### src/rtl/if_id_buffer_pkg.sv
// Shared widths, entry layout and reset-time constants for the fetch-to-decode buffer.
package if_id_buffer_pkg;

    localparam int unsigned INSTR_W = 16;
    localparam int unsigned PC_W    = 16;
    localparam int unsigned ENTRY_W = INSTR_W + PC_W + 1;

    localparam logic [INSTR_W-1:0] NOP_INSTR_DEFAULT = 16'h0800;

    typedef struct packed {
        logic [INSTR_W-1:0] instr;
        logic [PC_W-1:0]    incPC;
        logic               err;
    } entry_t;

    function automatic int unsigned ptr_width(input int unsigned depth);
        return (depth > 1) ? $clog2(depth) : 1;
    endfunction

endpackage

### src/rtl/if_id_entry.sv
// One buffered fetch slot: {instr, incPC, err} held until overwritten by a write.
module if_id_entry
    import if_id_buffer_pkg::*;
(
    input  logic   clk,
    input  logic   i_we,
    input  entry_t i_data,
    output entry_t o_data
);

    entry_t r_data;

    // Contents need no reset: occupancy alone decides whether a slot is visible.
    always_ff @(posedge clk) begin
        if (i_we) begin
            r_data <= i_data;
        end
    end

    assign o_data = r_data;

endmodule

### src/rtl/if_id_buffer.sv
// IF/ID pipeline buffer: small in-order queue between fetch and decode with flush-to-NOP.
module if_id_buffer
    import if_id_buffer_pkg::*;
#(
    parameter int unsigned        DEPTH     = 2,
    parameter logic [INSTR_W-1:0] NOP_INSTR = NOP_INSTR_DEFAULT,
    localparam int unsigned       PTR_W     = ptr_width(DEPTH),
    localparam int unsigned       CNT_W     = PTR_W + 1
)(
    input  logic               clk,
    input  logic               rst,
    input  logic [INSTR_W-1:0] in_instr,
    input  logic [PC_W-1:0]    in_incPC,
    input  logic               in_err,
    input  logic               in_valid,
    output logic               in_ready,
    input  logic               flush,
    output logic [INSTR_W-1:0] out_instr,
    output logic [PC_W-1:0]    out_incPC,
    output logic               out_err,
    output logic               out_valid,
    input  logic               out_ready,
    output logic [CNT_W-1:0]   count
);

    logic [PTR_W-1:0] r_head;
    logic [PTR_W-1:0] r_tail;
    logic [CNT_W-1:0] r_count;

    logic             w_push;
    logic             w_pop;
    logic [DEPTH-1:0] w_we;
    entry_t           w_wdata;
    entry_t           w_head_entry;
    entry_t           w_entries [DEPTH];

    // in_ready looks only at registered occupancy so fetch never sees out_ready combinationally.
    assign in_ready  = rst && (r_count < CNT_W'(DEPTH));
    assign out_valid = (r_count != '0) && !flush;
    assign w_push    = in_valid && in_ready && !flush;
    assign w_pop     = out_valid && out_ready;
    assign count     = r_count;

    assign w_wdata = '{instr: in_instr, incPC: in_incPC, err: in_err};

    always_comb begin
        w_we = '0;
        for (int unsigned i = 0; i < DEPTH; i++) begin
            w_we[i] = w_push && (r_tail == PTR_W'(i));
        end
    end

    for (genvar g = 0; g < DEPTH; g++) begin : g_slot
        if_id_entry u_entry (
            .clk    (clk),
            .i_we   (w_we[g]),
            .i_data (w_wdata),
            .o_data (w_entries[g])
        );
    end

    assign w_head_entry = w_entries[r_head];

    always_comb begin
        out_instr = NOP_INSTR;
        out_incPC = '0;
        out_err   = 1'b0;
        if (out_valid) begin
            out_instr = w_head_entry.instr;
            out_incPC = w_head_entry.incPC;
            out_err   = w_head_entry.err;
        end
    end

    always_ff @(posedge clk) begin
        if (!rst) begin
            r_head  <= '0;
            r_tail  <= '0;
            r_count <= '0;
        end else if (flush) begin
            r_head  <= '0;
            r_tail  <= '0;
            r_count <= '0;
        end else begin
            if (w_push) begin
                r_tail <= r_tail + PTR_W'(1);
            end
            if (w_pop) begin
                r_head <= r_head + PTR_W'(1);
            end
            if (w_push && !w_pop) begin
                r_count <= r_count + CNT_W'(1);
            end else if (w_pop && !w_push) begin
                r_count <= r_count - CNT_W'(1);
            end
        end
    end

endmodule

### config.mk
export PLATFORM = sky130hd
export DESIGN_NAME = if_id_buffer
export DESIGN_NICKNAME = d
export VERILOG_FILES = /design/src/rtl/if_id_buffer_pkg.sv /design/src/rtl/if_id_entry.sv /design/src/rtl/if_id_buffer.sv
export SDC_FILE = /design/constraint.sdc
export NUM_CORES = 1
export LEC_CHECK = 0
export BUFFER_PORTS_ARGS = -buffer_cell sky130_fd_sc_hd__buf_2
export CAP_MARGIN = 20
export CORE_MARGIN = 3
export CORE_UTILIZATION = 46
export DETAILED_ROUTE_END_ITERATION = 16
export PLACE_DENSITY = 0.77
export SYNTH_ARGS = -nofsm -noshare
export SYNTH_HDL_FRONTEND = slang
export SYNTH_HIERARCHICAL = 1
export SYNTH_SLANG_ARGS = --single-unit
### constraint.sdc
create_clock -name clk -period 2.65 [get_ports clk]
set_input_delay 0.3975 -clock clk [delete_from_list [all_inputs] [get_ports clk]]
set_output_delay 0.3975 -clock clk [all_outputs]
set_load 0.05 [all_outputs]
==> summary.txt <==
Run status = finished, final reports clean
Die Y-Extent = 82.5 um
Gp weighted congestion = 0.740
Vias = 1,539
Endpoints failing hold = 0
Fin nets = 286
First-pass GRT wire length = 6750 um
Post-synthesis instance total = 165
P_leak = 0.00127 uW
Worst r2r src = count[1]
Net Count, Synth = 204
Post-Syn Area = 0.00269 mm2
DRT iter0 DRCs = 49
IO Port Bufs = 74
Clock Sinks = 70
Row count = 27
Yosys reg bits = 70
Synth Warn # = 6
Critical path origin = count[1]
Area growth syn-to-layout = 24.6%
Setup_tns = 0 ns
Clock buffer count from CTS = 9
Sequential fraction of the synthesis area = 76.7%
Tmin final = 2.28 ns
H-tree Lvls = 3
Hold-fix buffers, CTS = 0
Die width = 82.5 um
Pin count of the biggest net entering global routing = 27
Min Hold Slack = 0.256 ns
CP startpoint kind = flip-flop
Final setup violation count = 0
Clk slew on worst S/H paths = 0.07 ns
Cts repair resizes = 0
F_max = 439 MHz
Max-cap viol count = 0
Core area = 0.00557 mm2
Worst path arrival time = 1.88 ns
Setup crit end kind = output port
Post-synth top area share = 73.7%
Ys async rst share = 0%
Final worst path period share = 86.0%
Area leader, netlist = edfxtp_1
Peak supply drop = 0.000357 V
Hold WC Path Type = in -> reg
Total gr overflow = 0
Hpwl dp = 3100 um
Avg Synthesized Cell Area = 16.3 um2
Ys flop type = edfxtp_1
Initial antenna violation count = 0
Antenna Cells = 0
Unrepaired setup endpoints after global routing = false
TritonCTS clock tree = done
WS Path Type = reg -> out
Hold Crit Start = in_instr[0]
I/O pins = 75
Commonest cells post-synth = edfxtp_1 (66), nor2_1 (35), mux2i_1 (33)
Final WL = 4450 um
Pwr/cell area = 620 mW/mm2
Vias in the first global route = 1,494
Area contributors post-synth = edfxtp_1 (74%), mux2i_1 (12%), nor2_1 (4.9%)
Worst skew pair latency = 0.33 ns
Max-slew violations = 0
WL per Instance = 13.7 um
Worst EP required = 2.25 ns
Clock skew = 0.00612 ns
Tot GR Track Use = 14.1%
TritonRoute pass-1 iters = 4
Total power = 2080 uW
Clock root cell = clkbuf_8
CP max FO = 19
DRC errors left = 0
Die ar. = 0.00680 mm2
Ratio of cells with drive above 1 in the final layout = 37.3%
Most frequent cell after synthesis = edfxtp_1
EDFF count, synth = 66
Worst-Margin Slew = 0.620 ns
Max transition margin = 58.7%
Final ANT Viol Nets = 0
Longest Clk Path Bufs = 2
Setup Buffers After CTS = 0
Starting Density = 48.3%
Unique masters post-synth = 18
Vias per Instance = 4.75
[per-stage QoR]
stage,cell area [um2],cells,util [%],setup slack (ns)
after global placement,3190,308,57.2,0.749
final,3350,324,60.1,0.371
after global routing,3350,324,60.1,0.200
after detailed placement,3190,308,57.2,0.650
after floorplan,2690,165,-,0.401
after CTS,3350,324,60.1,0.313
[placed cells by master, fill, tap and decap left out]
cell type,n
a21oi_1,1
and2_2,1
and3_1,1
buf_12,3
buf_2,74
buf_4,1
clkbuf_1,4
clkbuf_8,10
clkinv_2,2
dfxtp_1,3
dfxtp_2,1
edfxtp_1,66
ha_1,1
inv_1,2
mux2i_1,33
nand2_1,3
nor2_1,35
nor2b_1,2
nor2b_4,1
o21ai_0,2
o21ai_2,1
or3_1,1
xnor2_1,1
xor2_1,3
[report_power, final]
| group | leakage (uW) | total [uW] | switching, uW | internal (uW) |
|---|---|---|---|---|
| clock network | 0.0000844 | 700 | 336 | 364 |
| logic | 0.000551 | 136 | 88.0 | 48.0 |
| registers | 0.000632 | 1240 | 7.69 | 1230 |
[registers in the layout, summed over array words and instances (netlist names)]
signal and count:
count 2, g_slot.u_entry/o_data 66, r_head 1, r_tail 1
[worst max-delay path, stage by stage, from the launching register on]
cell	delay (ns)
dfxtp_1	0.37
o21ai_2	0.54
buf_4	0.36
nor2_1	0.08
buf_2	0.21
[layout make-up]
type	instances	area [um2]
Timing Repair Buffer	78	438
Tap cell	72	90.1
Clock buffer	14	153
Sequential cell	70	2060
Clock inverter	2	10.0
Inverter	2	7.51
Fill cell	451	2220
Multi-Input combinational cell	86	591
[final timing paths]
| path | to | slack [ns] | cells after the start |
|---|---|---|---|
| worst max-delay path | out_instr[2] | 0.37 | 4 |
| worst min-delay path | g_slot[1].u_entry/o_data[17] | 0.26 | 1 |
| worst max register to register | count[1] | 0.66 | 6 |
| worst min register to register | r_tail | 0.58 | 2 |
[metal layers]
layer	up-vias	wire (um)	GRT usage (%)
met5	-	0	0
met4	0	72	5.98
met3	7	276	4.99
met2	41	2440	25.7
met1	726	1660	14.3
li1	765	-	-
[kinds of logic after synthesis]
group	Yosys count	synth area share, %
AO/OA/AOI/OAI	4	0.744
XOR/XNOR	4	1.30
adder cells (fa/ha/maj)	1	0.465
buffers and inverters	9	1.86
flip-flops	70	76.7
multiplexers	33	12.3
AND/OR/NAND/NOR	44	6.70
(Power assumes the default switching activity.)
